[config.mk]
export PLATFORM = sky130hd
export DESIGN_NAME = program_loader
export DESIGN_NICKNAME = d
export VERILOG_FILES = /design/src/rtl/program_loader.sv
export SDC_FILE = /design/constraint.sdc
export NUM_CORES = 1
export LEC_CHECK = 0
export ABC_AREA = 1
export CAP_MARGIN = 20
export CELL_PAD_IN_SITES_DETAIL_PLACEMENT = 1
export CELL_PAD_IN_SITES_GLOBAL_PLACEMENT = 1
export CORE_ASPECT_RATIO = 0.9
export CORE_MARGIN = 2
export CORE_UTILIZATION = 40
export DETAILED_ROUTE_END_ITERATION = 7
export PLACE_DENSITY_LB_ADDON = 0.1
export SLEW_MARGIN = 20
export SYNTH_ARGS = -nofsm -noshare
export SYNTH_HDL_FRONTEND = slang
export SYNTH_SLANG_ARGS = --single-unit
[constraint.sdc]
create_clock -name clk -period 2.2 [get_ports clk]
set_clock_uncertainty 0.15 [all_clocks]
set_input_delay 0.33 -clock clk [delete_from_list [all_inputs] [get_ports clk]]
set_output_delay 0.33 -clock clk [all_outputs]
set_load 0.01 [all_outputs]
[src/rtl/program_loader.sv]
// Serial program loader: receives a length-prefixed byte stream, writes 15-bit
// instruction words into instruction memory, verifies an XOR checksum and releases the CPU.
module program_loader #(
  parameter int unsigned ADDR_W = 8
) (
  input  logic              clk,
  input  logic              rst_n,
  input  logic              start,
  input  logic [7:0]        byte_in,
  input  logic              byte_valid,
  output logic              byte_ready,
  output logic              im_we,
  output logic [ADDR_W-1:0] im_addr,
  output logic [14:0]       im_data,
  output logic              cpu_hold,
  output logic              done,
  output logic [1:0]        err_code,
  output logic [8:0]        word_count
);

  localparam int unsigned CNT_W = 9;
  localparam logic [CNT_W-1:0] MAX_WORDS = CNT_W'(1 << ADDR_W);

  localparam logic [1:0] ERR_HIGH  = 2'b01;
  localparam logic [1:0] ERR_CSUM  = 2'b10;
  localparam logic [1:0] ERR_OVFL  = 2'b11;

  typedef enum logic [2:0] {
    IDLE, HEADER, HI, LO, WRITE, CHECK, DONE, ERR
  } state_t;

  state_t           state, nxt;
  logic             ready_d, we_d, hold_d, done_d;
  logic [1:0]       rst_sync;
  logic             run, accept, restart, last_word, overflow;
  logic [CNT_W-1:0] total, total_c;
  logic [7:0]       checksum;

  // Deassertion synchroniser; the FSM stays frozen until it releases.
  always_ff @(posedge clk or negedge rst_n) begin
    if (!rst_n) rst_sync <= 2'b00;
    else        rst_sync <= {rst_sync[0], 1'b1};
  end

  assign run       = rst_sync[1];
  assign accept    = byte_valid && byte_ready;
  assign total_c   = CNT_W'(byte_in) + CNT_W'(1);
  assign overflow  = total_c > MAX_WORDS;
  assign last_word = (word_count + CNT_W'(1)) == total;
  assign restart   = run && start && (state == IDLE || state == DONE || state == ERR);

  // State register; Moore outputs are registered from the next-state decode.
  always_ff @(posedge clk or negedge rst_n) begin
    if (!rst_n) begin
      state      <= IDLE;
      byte_ready <= 1'b0;
      im_we      <= 1'b0;
      cpu_hold   <= 1'b1;
      done       <= 1'b0;
    end else begin
      state      <= nxt;
      byte_ready <= ready_d;
      im_we      <= we_d;
      cpu_hold   <= hold_d;
      done       <= done_d;
    end
  end

  always_comb begin
    nxt = state;
    if (run) begin
      case (state)
        IDLE:    if (start) nxt = HEADER;
        HEADER:  if (accept) nxt = overflow ? ERR : HI;
        HI:      if (accept) nxt = byte_in[7] ? ERR : LO;
        LO:      if (accept) nxt = WRITE;
        WRITE:   nxt = last_word ? CHECK : HI;
        CHECK:   if (accept) nxt = (byte_in == checksum) ? DONE : ERR;
        DONE:    if (start) nxt = HEADER;
        ERR:     if (start) nxt = HEADER;
        default: nxt = IDLE;
      endcase
    end
  end

  always_comb begin
    ready_d = 1'b0;
    we_d    = 1'b0;
    hold_d  = 1'b1;
    done_d  = 1'b0;
    case (nxt)
      HEADER, HI, LO, CHECK: ready_d = 1'b1;
      WRITE:                 we_d    = 1'b1;
      DONE: begin
        hold_d = 1'b0;
        done_d = 1'b1;
      end
      default: ;
    endcase
  end

  // Session datapath: word assembly, address/count, running checksum, error code.
  always_ff @(posedge clk or negedge rst_n) begin
    if (!rst_n) begin
      im_addr    <= '0;
      im_data    <= '0;
      word_count <= '0;
      total      <= '0;
      checksum   <= '0;
      err_code   <= 2'b00;
    end else if (restart) begin
      im_addr    <= '0;
      word_count <= '0;
      total      <= '0;
      checksum   <= '0;
      err_code   <= 2'b00;
    end else begin
      case (state)
        HEADER: if (accept) begin
          total    <= total_c;
          checksum <= checksum ^ byte_in;
          if (overflow) err_code <= ERR_OVFL;
        end
        HI: if (accept) begin
          if (byte_in[7]) begin
            err_code <= ERR_HIGH;
          end else begin
            im_data[14:8] <= byte_in[6:0];
            checksum      <= checksum ^ byte_in;
          end
        end
        LO: if (accept) begin
          im_data[7:0] <= byte_in;
          checksum     <= checksum ^ byte_in;
        end
        WRITE: begin
          im_addr    <= im_addr + ADDR_W'(1);
          word_count <= word_count + CNT_W'(1);
        end
        CHECK: if (accept && byte_in != checksum) err_code <= ERR_CSUM;
        default: ;
      endcase
    end
  end

endmodule

* Yosys cells after proc, flatten, opt, wreduce, memory -nomap -nowiden
Index checks and enable logic that the tools add are counted.
** Storage, ports and cells
- Bits in writable memories :: 0
- Input bits :: 12
- Latch bits :: 0
- Memories kept :: 0
- Flip-flop bits (word level) :: 60
- Output and inout port bits :: 38
- Bits in read-only memories :: 0
** Cells by class
- Divide/modulo/power cells :: 0
- Order comparisons :: 1
- $add $sub $neg :: 3
- Bitwise logic cells :: 3
- Multiply operators :: 0
- Shift operators :: 0
- Reduce and logical (&&, ||, !) cells :: 20
- Mux-type cells :: 34
- Eq/ne operators :: 23
** Operator list (count)
- $mux W8 :: 6
- $mux W9 :: 5
- $mux W3 :: 9
- $eq A3 B3 Y1 const B :: 7
- $ne A3 B3 Y1 const B :: 6
- $pmux W3 S6 :: 1
- $pmux W8 S2 :: 1
- $eq A3 B2 Y1 const B :: 4
- $mux W2 :: 6
- $add A8 B1 Y9 const B :: 1
- $add A9 B1 Y9 const B :: 1
- $eq A9 B9 Y1 :: 1
- $gt A9 B9 Y1 const B :: 1
- $add A8 B1 Y8 const B :: 1
- $eq A8 B8 Y1 :: 1
- $ne A8 B8 Y1 :: 1
- $reduce_and A4 Y1 :: 2
- $xor A8 B8 Y8 :: 1
- $eq A3 B1 Y1 const B :: 2
- $pmux W2 S3 :: 1
- $reduce_and A6 Y1 :: 1
- $reduce_bool A2 Y1 :: 3
- $mux W1 :: 5
- $logic_and A1 B1 Y1 :: 4
- other kinds (11) :: 13

* Depth between registers and ports, before layout
Gate-level depths: netlist of run 1.
- Word-level depth :: 9
- Mapped depth :: 17
- Depth with buffers taken out :: 17

* Worst setup path before layout of run 1
Ideal clock, no wire load.
- Path type :: reg2reg
- Start :: register word_count[0]
- End :: register byte_ready
- Setup time :: 0.116 ns
- Arrival :: 1.772 ns
- Stages on the path, launching flop included :: 18
- Slack :: 0.162 ns
- Clock period less this slack :: 2.038 ns
- Data required time :: 1.934 ns
- Buffers on the path :: 0
- Cell sequence :: dfrtp_1 > ha_1 > nand2_1 > inv_1 > nor2_2 > inv_1 > nand2_1 > nand2_1 > nor2_1 > nand2_1 > nor2_2 > nand2_1 > nand2_1 > nand2_2 > nand2_2 > nand2_2 > nand2_1 > nand2_1
** On the way
- Cells in the longest elaborated chain, start to end :: 8
- Elaborated cells between the ends (all ways) :: 11
- Classes of those cells :: 1 x add/sub; 5 x eq/ne; 4 x mux; 1 x reduce/logical
** RTL lines
- start: declaration :: line 18 : output logic [8:0] word_count
- start signal: assignment :: line 138 : word_count <= word_count + CNT_W'(1);
- $add A9 B1 Y9 * :: line 49 : assign last_word = (word_count + CNT_W'(1)) == total;
- $eq A9 B9 Y1 * :: line 49
- $mux W3 * :: line 77 : WRITE: nxt = last_word ? CHECK : HI;
- $pmux W3 S6 * :: line 72 : case (state)
- $mux W3 * :: line 71 : if (run) begin
- via nxt[1] :: line 32 : state_t state, nxt;
- $eq A3 B1 Y1, or another cell as far along :: line 91 : case (nxt)
- $reduce_or A4 Y1 * :: line 91
- $mux W1 * :: line 91
- via ready_d :: line 33 : logic ready_d, we_d, hold_d, done_d;
- end signal: assignment :: line 62 : byte_ready <= ready_d;
- end: declaration :: line 11 : output logic byte_ready,
Mark *: on every way through the listed nets, which the timed path passes. The rest lies on a longest branch.
A chain may end at the register's enable or synchronous reset.

* Worst setup path in the final report of run 1
- Start :: register word_count[1]
- End :: register done
** On the way
- Cells in the longest elaborated chain, start to end :: 7
** RTL lines
- $add A9 B1 Y9 :: line 49
- $eq A9 B9 Y1 :: line 49
- $mux W3 :: line 77
- $pmux W3 S6 :: line 72
- $mux W3 :: line 71
- via nxt[1] :: line 32
- $eq A3 B3 Y1 :: line 91
- $mux W1 :: line 91
- via done_d :: line 33
- end signal: assignment :: line 65 : done <= done_d;
- end: declaration :: line 16 : output logic done,
The timed path passes the listed nets, and every way through them passes these cells.

==> run_results.csv, run 1 <==
group,metric,value,unit
critical_path,ff2ff_path_depth,15,
critical_path,crit_chain,"ha_4 -> nand3_2 -> nand2_1 -> nand3_1 -> nand2_1 -> nor2_2 -> nand2_1 -> nor2_2 -> nand2_1 -> nand2_1 -> nand2_2 -> nand2_2 -> nand2_2 -> nand3_2 -> inv_1",
power,power.leakage,2.14,nW
global_routing,grt_pass1_vias,3458,
clocking,cts-buffers-inserted,9,
routing,viasPerCell,5.14,
critical_path,cp_num_cells,15,
global_routing,grt_pass1_wl,15800,um
global_routing,grt_overflow,0,
routing,drt_iter0_markers,66,
worst_hold_path,hp-class,"reg2reg",
layout,antenna_cells,0,
yosys,ys_seq_elements,60,
yosys,synth_cell_types,35,
timing,finalSetupViolCount,0,
clocking,cts_root_buf,"clkbuf_8",
yosys,synth_ff_type,"dfrtp_1",
global_routing,use_met1,27.4,%
clocking,clock_path_buffers,2,
yosys,synth_nets,441,
yosys,synth_edf_count,0,
worst_hold_path,hold-path-cell-count,0,
layout,drive_above_1_share,21.2,%
timing,finalMaxSlewViolations,0,
critical_path,worstSetupStartpointType,"flip-flop",
routing,vias,3203,
yosys,synth-async-reset-ratio,100,%
yosys,yosysWarnings,0,
clocking,clock-sinks,60,
die,die_w,99.7,um
routing,first_pass_iters,5,
critical_path,cp_common_cell,"nand2_1",
place,place_inst,600,
clocking,clk_pin_slew,0.07,ns
global_routing,use_met2,37.6,%
yosys,syn-instance-count,426,
clocking,clock_latency,0.34,ns
routing,drc,0,
timing,post-route-period-util,96.9,%
place,finalWeightedCongestion,0.870,
yosys,syn_area,3300,sq um
routing,drtAntennaViolNets,0,
layout,layout_commonest_cell,"nand2_1",
die,die_y,90.1,um
global_routing,grtUsageTotal,21.9,%
die,start_util,41.0,%
clocking,htree_levels,3,
layout,fillerInstances,996,
run,cap_viol_max_count,0,
global_routing,gr-usage-met3,4.12,%
power,powerDensity,1240,nW/um^2
critical_path,reg2reg_slack,0.07,ns
critical_path,path_delay_family,"simple AND/OR/NAND/NOR gates",
place,place_hpwl,7090,um
routing,wl_per_cell,15.6,um
critical_path,worstSetupPathType,"reg2reg",
critical_path,critPathMaxStageDelay,0.42,ns
critical_path,crit_slowest_cell,"dfrtp_1",
timing,report.final.hold_viol_count,0,
layout,final_cell_mix,"nand2_1 (95), dfrtp_1 (57), inv_1 (49), nand3_1 (43), clkdlybuf4s50_1 (41)",
routing,routed_wl,9700,um
layout,syn_to_final_growth,35.3,%
yosys,ys_seq_area_share,45.6,%
timing,min_period,2.13,ns
critical_path,end_kind,"flip-flop",
die,fp-row-count,31,
timing,fmax,469,MHz
global_routing,top_usage_layer,"met2",
die,core,8030,sq um
layout,nNetsFinal,534,
clocking,cts_tree,"done",
layout,fin_cells,623,
power,total_power,5.55,mW
global_routing,antenna_found_initial,0,
yosys,syn_area_per_cell,7.74,sq um
critical_path,worst-path-buf-inv,1,
die,io_pins,50,
power,vdd_drop_max,0.000559,V
die,die_area,8980,sq um
critical_path,crit_required,2.28,ns
place,port_buffers,49,
layout,final_core_util,55.6,%
critical_path,critPathMaxFanout,5,
status,outcome,"complete, no violations",
global_routing,grt_max_degree,45,
timing,whs,0.197,ns
critical_path,arrival,2.21,ns
## final cells by class
type / count / area (sq um) / share of cell area (%)
clock inverter: 3 / 15.0 / 0.337
inverter: 57 / 214 / 4.80
tap: 99 / 124 / 2.78
sequential: 60 / 1510 / 33.7
multi-input combinational: 298 / 1590 / 35.7
clock buffer: 13 / 149 / 3.34
timing repair buffer: 93 / 860 / 19.3
## per-stage QoR
stage               TNS (ns)  setup slack (ns)  instance area, sq um
floorplan                  0             0.162                  3300
global placement       -1.01            -0.170                  4130
detailed placement     -1.68            -0.269                  4130
CTS                        0            0.0336                  4310
global route         -0.0987           -0.0515                  4460
finish                     0            0.0671                  4460
## per-layer routing
metal / up-vias / routed length, um / share of wire (%)
met3: 17 / 328 / 3.4
met5: - / 0 / 0
li1: 1562 / - / -
met4: 0 / 178 / 1.8
met1: 1567 / 4310 / 44
met2: 57 / 4890 / 50
## state kept, by name (all words and copies together) (netlist names), 2 cells and up
signal / flops
checksum: 8
err_code: 2
im_addr: 8
im_data: 15
rst_sync: 2
state: 3
total: 9
word_count: 9
## synth_stat cells (5+ instances only)
library cell | instances | area [sq um]
dfrtp_1 | 59 | 1480
nand2_2 | 12 | 75.1
a21oi_1 | 13 | 65.1
buf_2 | 5 | 25.0
nand3_1 | 45 | 225
o21ai_0 | 39 | 195
nand2_1 | 101 | 379
nor2_2 | 9 | 56.3
nor2_1 | 26 | 97.6
inv_1 | 51 | 191
xnor2_1 | 9 | 78.8
nand4_1 | 7 | 43.8
o22ai_1 | 5 | 31.3
## where the power goes
group	internal, mW	switching [mW]	leakage, nW
Clock	0.435	0.427	0.0872
Combinational	1.29	1.53	1.29
Sequential	1.52	0.350	0.770
## cell families (layout without fill, tap and decap cells)
group / after synthesis / count (layout) / synth area share (%)
adders and majority gates: 3 / 3 / 1.14
and+or+nand+nor: 214 / 214 / 30.2
xor gates and xnor gates: 11 / 11 / 2.92
other: 1 / 1 / 0.114
AOI/OAI and AO/OA: 69 / 69 / 11.6
DFF: 60 / 60 / 45.6
buffers and inverters: 68 / 166 / 8.39
## worst register-to-register path, stage by stage, from the launching register on
cell and delay (ns):
dfrtp_1 0.42, ha_4 0.21, nand3_2 0.10, nand2_1 0.10, nand3_1 0.11, nand2_1 0.08, nor2_2 0.13, nand2_1 0.07
nor2_2 0.15, nand2_1 0.06, nand2_1 0.07, nand2_2 0.08, nand2_2 0.10, nand2_2 0.08, nand3_2 0.08, inv_1 0.05
## worst paths after layout
path                                             endpoint                       from
worst max register to register             done$_DFF_PN0_  word_count[1]$_DFFE_PN0P_
worst min register to register      rst_sync[1]$_DFF_PN0_      rst_sync[0]$_DFF_PN0_
max in group asynchronous              cpu_hold$_DFF_PN1_                      rst_n
min in group asynchronous       word_count[6]$_DFFE_PN0P_                      rst_n
worst max-delay path                       done$_DFF_PN0_  word_count[1]$_DFFE_PN0P_
worst min-delay path                rst_sync[1]$_DFF_PN0_      rst_sync[0]$_DFF_PN0_
## repair_timing
item,in CTS,in global routing
endpoints found under the setup margin,2,6
resized for setup,1,31
buffers inserted,0,6
pin swaps,0,15
hold endpoints to repair,16,0
hold buffers,1,0
No activity file was read; power rests on OpenSTA's default activity.
==> inputs of run 2 (changes only) <==
--- a/config.mk
+++ b/config.mk
@@ -13,7 +13,8 @@
 export CORE_MARGIN = 2
 export CORE_UTILIZATION = 40
 export DETAILED_ROUTE_END_ITERATION = 7
-export PLACE_DENSITY_LB_ADDON = 0.1
+export GPL_ROUTABILITY_DRIVEN = 0
+export PLACE_DENSITY = 0.89
 export SLEW_MARGIN = 20
 export SYNTH_ARGS = -nofsm -noshare
 export SYNTH_HDL_FRONTEND = slang
==> run 2 against run 1 <==
First-iteration DRC count rose by 71%. Utilization rose by 2.6 points. Die area is the same. Critical path depth decreased by 1. The flow now finishes with violations (negative setup slack).
==> run_results.csv, run 2 (same netlist as run 1, synthesis figures left out) <==
group,metric,value,unit
routing,first_pass_iters,4,
timing,min_period,2.22,ns
die,die_y,90.1,um
place,place_inst,596,
die,die_area,8980,sq um
timing,slew_headroom,61.5,%
layout,nNetsFinal,537,
die,io_pins,50,
layout,syn_to_final_growth,41.6,%
critical_path,worstSetupPathType,"reg2reg",
layout,top_register,"im_data",
layout,fillerInstances,941,
routing,routed_wl,12600,um
power,total_power,6.39,mW
power,power.leakage,2.21,nW
clocking,cts_tree,"done",
timing,rsz0062_at_grt,"yes",
clocking,cts_root_buf,"clkbuf_8",
layout,top_regs,"im_data: 15 flops, total: 9 flops, word_count: 9 flops",
status,failed_checks,"negative setup slack",
global_routing,grt_max_degree,40,
critical_path,worstSetupStartpointType,"flip-flop",
timing,report.final.hold_viol_count,0,
global_routing,grt_overflow,0,
die,core,8030,sq um
routing,viasPerCell,5.53,
routing,wl_per_cell,20.2,um
layout,final_cell_mix,"nand2_1 (91), dfrtp_1 (53), inv_1 (47), nand3_1 (43)",
layout,antenna_cells,0,
power,powerDensity,1370,nW/um^2
routing,drc,0,
clocking,cts-buffers-inserted,9,
die,fp-row-count,31,
critical_path,crit_required,2.34,ns
global_routing,antenna_found_initial,0,
global_routing,grt_pass1_wl,18000,um
layout,largest_reg_flops,15,
clocking,clk_pin_slew,0.07,ns
layout,fin_cells,626,
routing,drt_iter0_markers,113,
routing,drtAntennaViolNets,0,
timing,whs,0.204,ns
clocking,clock-sinks,60,
timing,finalWorstSetupSlack,-0.0170,ns
timing,fmax,451,MHz
timing,finalMaxSlewViolations,0,
status,outcome,"finished, violations left",
timing,worstMarginPinSlew,0.578,ns
timing,post-route-period-util,101,%
timing,finalSetupViolCount,1,
global_routing,grtUsageTotal,25.4,%
critical_path,arrival,2.36,ns
clocking,htree_levels,3,
critical_path,end_kind,"flip-flop",
worst_hold_path,hp-class,"reg2reg",
clocking,clock_latency,0.36,ns
critical_path,critPathMaxFanout,5,
layout,layout_commonest_cell,"nand2_1",
run,cap_viol_max_count,0,
die,start_util,41.0,%
timing,setup_tns,-0.0170,ns
power,vdd_drop_max,0.000646,V
routing,vias,3463,
clocking,clock_path_buffers,2,
layout,drive_above_1_share,25.2,%
die,die_w,99.7,um
place,port_buffers,49,
place,place_hpwl,7310,um
global_routing,grt_pass1_vias,3698,
==> run 2: changes by cell type in the layout (fill, tap and decap cells not counted), sizes merged <==
cell and delta:
buf +3, bufinv +3, clkbuf -3, clkinv -2, clkinvlp +1, inv +1
==> run 2: cell type report <==
| cell class | instances | area [sq um] | area share (%) |
|---|---|---|---|
| multi-input combinational | 298 | 1680 | 35.9 |
| timing repair buffer | 96 | 903 | 19.4 |
| tap | 99 | 124 | 2.65 |
| clock inverter | 6 | 111 | 2.39 |
| inverter | 57 | 214 | 4.58 |
| sequential | 60 | 1510 | 32.4 |
| clock buffer | 10 | 128 | 2.73 |
==> run 2: final timing paths <==
path	from	end	slack, ns	cells after the start
worst max-delay path	word_count[1]$_DFFE_PN0P_	byte_ready$_DFF_PN0_	-0.02	14
worst min-delay path	rst_sync[0]$_DFF_PN0_	rst_sync[1]$_DFF_PN0_	0.20	0
worst max register to register	word_count[1]$_DFFE_PN0P_	byte_ready$_DFF_PN0_	-0.02	14
worst min register to register	rst_sync[0]$_DFF_PN0_	rst_sync[1]$_DFF_PN0_	0.20	0
max in group asynchronous	rst_n	cpu_hold$_DFF_PN1_	0.87	3
min in group asynchronous	rst_n	word_count[6]$_DFFE_PN0P_	0.36	2
==> run 2: layer usage <==
layer	wire length, um	GRT usage (%)	part of all wire (%)	up-vias
met1	5060	28.9	40	1748
met4	361	10.4	2.9	0
li1	-	-	-	1568
met2	6670	45.5	53	112
met3	532	5.52	4.2	35
met5	0	0	0	-
==> run 2: power breakdown <==
| group | internal, mW | switching, mW | total [mW] |
|---|---|---|---|
| Sequential | 1.52 | 0.420 | 1.94 |
| Clock | 0.755 | 0.494 | 1.25 |
| Combinational | 1.40 | 1.80 | 3.19 |
| Total | 3.68 | 2.71 | 6.39 |
==> run 2: stage by stage <==
step	setup WS, ns	cell area [sq um]	util [%]
detailed placement	-0.314	4100	51.1
global route	-0.121	4670	58.1
floorplan	0.162	3300	-
global placement	-0.165	4100	51.1
finish	-0.0170	4670	58.1
CTS	0.00794	4360	54.3
==> run 2: critical path, stage by stage, from the launching register on <==
cell	delay, ns
dfrtp_1	0.41
ha_4	0.22
buf_4	0.13
nand4_1	0.11
nand3_1	0.12
nand2_1	0.07
nor2_2	0.10
nand2_2	0.08
nor2_4	0.13
nand2_1	0.07
nand2_1	0.08
nand2_2	0.09
a21oi_1	0.22
nand2_1	0.09
nand2_1	0.08
==> run 2: what timing repair did <==
item,4_1_cts,5_1_grt
hold endpoints to repair,21,0
resized for setup,3,51
pin swaps,0,15
setup buffers,0,13
setup endpoints to repair,3,9
cloned,0,0
hold buffers,1,0
==> inputs of run 3 (changes only) <==
==> constraint.sdc (replaced) <==
create_clock -name clk -period 2.2 [get_ports clk]
set_clock_uncertainty 0.15 [all_clocks]
set_input_delay 0.22 -clock clk [delete_from_list [all_inputs] [get_ports clk]]
set_output_delay 0.22 -clock clk [all_outputs]
set_load 0.01 [all_outputs]
==> run 3 against run 2 <==
The flow now finishes without violations. Count of clock-buffer cells in the layout shrank 1. Sequential power decreased by 2%. Power shrank 11%. Cell count shrank 2.6%. Combinational power decreased by 13%. Critical path type unchanged. Largest cell class unchanged.
==> run_results.csv, run 3 (same netlist as run 1, synthesis figures left out) <==
group,metric,value,unit
status,outcome,"complete, no violations",
clocking,clock-sinks,60,
layout,top_regs,"im_data: 15 flops, total: 9 flops, word_count: 9 flops",
critical_path,arrival,2.19,ns
timing,report.final.hold_viol_count,0,
global_routing,antenna_found_initial,0,
global_routing,top_usage_layer,"met2",
routing,routed_wl,9760,um
routing,first_pass_iters,6,
routing,wl_per_cell,16.0,um
layout,top_register,"im_data",
routing,viasPerCell,5.31,
timing,finalWorstSetupSlack,0.107,ns
routing,drtAntennaViolNets,0,
layout,syn_to_final_growth,32.6,%
worst_hold_path,hp-class,"reg2reg",
timing,post-route-period-util,95.1,%
clocking,cts-buffers-inserted,9,
die,die_area,8980,sq um
global_routing,grt_pass1_wl,16100,um
global_routing,gr-usage-met3,4.28,%
timing,slew_headroom,55.3,%
place,place_inst,587,
clocking,clock_path_buffers,2,
timing,finalMaxSlewViolations,0,
layout,largest_reg_flops,15,
global_routing,grt_pass1_vias,3368,
layout,fin_cells,610,
global_routing,grt_overflow,0,
critical_path,worstSetupStartpointType,"flip-flop",
routing,vias,3242,
power,vdd_drop_max,0.000659,V
timing,finalSetupViolCount,0,
place,dp_slack,-0.198,ns
timing,whs,0.212,ns
critical_path,critPathMaxFanout,4,
critical_path,end_kind,"flip-flop",
layout,antenna_cells,0,
layout,final_core_util,54.4,%
die,core,8030,sq um
die,fp-row-count,31,
die,die_y,90.1,um
timing,worstMarginPinSlew,0.670,ns
timing,setup_tns,0,ns
layout,layout_commonest_cell,"nand2_1",
global_routing,grt_max_degree,36,
clocking,htree_levels,3,
critical_path,crit_required,2.30,ns
layout,drive_above_1_share,19.8,%
global_routing,grtUsageTotal,22.4,%
run,cap_viol_max_count,0,
clocking,cts_tree,"done",
routing,drt_iter0_markers,106,
layout,nNetsFinal,521,
routing,drc,0,
critical_path,worstSetupPathType,"reg2reg",
global_routing,use_met2,37.8,%
die,io_pins,50,
place,port_buffers,49,
layout,final_cell_mix,"nand2_1 (96), dfrtp_1 (55), inv_1 (49), clkdlybuf4s50_1 (48), nand3_1 (43)",
clocking,clk_pin_slew,0.08,ns
timing,rsz0062_at_grt,"yes",
place,place_hpwl,7090,um
global_routing,use_met1,29.2,%
power,power.leakage,2.01,nW
timing,fmax,478,MHz
power,powerDensity,1300,nW/um^2
clocking,cts_root_buf,"clkbuf_8",
clocking,clock_latency,0.35,ns
die,start_util,41.0,%
timing,min_period,2.09,ns
die,die_w,99.7,um
-- run 3: cell types whose count changed in the layout (fill, tap and decap cells not counted), moves of 3 or more --
cell and change:
a21oi_2 -3, a21oi_1 +3, nand3_4 -3, nand2_2 -3, nand2_1 +5, nand3_2 +3
dlymetal6s2s_1 -7, clkdlybuf4s50_1 +7, buf_4 -14
-- run 3: area by class of cell --
type                       instances  area (sq um)
inverter                          57           214
fill                             977          3660
multi-input combinational        298          1580
clock inverter                     7          75.1
sequential                        60          1510
timing repair buffer              80           741
tap                               99           124
clock buffer                       9           124
-- run 3: worst paths after layout --
| kind | from | end | slack [ns] | cells after the start |
|---|---|---|---|---|
| max | word_count[1]$_DFFE_PN0P_ | byte_ready$_DFF_PN0_ | 0.11 | 16 |
| min | rst_sync[0]$_DFF_PN0_ | rst_sync[1]$_DFF_PN0_ | 0.21 | 0 |
| max reg2reg | word_count[1]$_DFFE_PN0P_ | byte_ready$_DFF_PN0_ | 0.11 | 16 |
| min reg2reg | rst_sync[0]$_DFF_PN0_ | rst_sync[1]$_DFF_PN0_ | 0.21 | 0 |
| max in group asynchronous | rst_n | word_count[2]$_DFFE_PN0P_ | 0.98 | 3 |
| min in group asynchronous | rst_n | word_count[3]$_DFFE_PN0P_ | 0.29 | 2 |
-- run 3: critical path, stage by stage (launching register included) --
cell and delay [ns]:
dfrtp_1 0.43, buf_6 0.15, buf_4 0.12, nand3_2 0.10
nand2_1 0.08, nand2_2 0.08, nor2_1 0.06, nor2_2 0.11
nand2_2 0.08, nor2_4 0.14, nand2_1 0.07, nand2_1 0.08
nand2_2 0.07, nand2_2 0.09, nand2_4 0.06, nand2_1 0.06
nand2_1 0.05
-- run 3: per-stage QoR --
stage / instance area, sq um / total power [mW]
5_1_grt: 4370 / 6.13
3_3_place_gp: 4040 / 4.29
4_1_cts: 4250 / 5.54
6_report: 4370 / 5.70
3_5_place_dp: 4040 / 4.45
2_1_floorplan: 3300 / 3.36
-- run 3: layer usage --
| layer | wire length (um) | vias up | part of all wire, % |
|---|---|---|---|
| li1 | - | 1538 | - |
| met1 | 4300 | 1619 | 44 |
| met2 | 4980 | 69 | 51 |
| met3 | 350 | 16 | 3.6 |
| met4 | 138 | 0 | 1.4 |
| met5 | 0 | - | 0 |
-- run 3: report_power, final --
| group | internal [mW] | switching [mW] | total, mW |
|---|---|---|---|
| registers | 1.52 | 0.377 | 1.90 |
| clock network | 0.528 | 0.503 | 1.03 |
| logic | 1.25 | 1.52 | 2.77 |
| total | 3.29 | 2.40 | 5.70 |
-- run 3: timing repair --
action,in CTS,in global routing
endpoints found under the hold margin,24,0
setup buffers,0,6
gates resized for setup,2,22
pin swaps,0,10
endpoints found under the setup margin,2,9
hold buffers,1,0
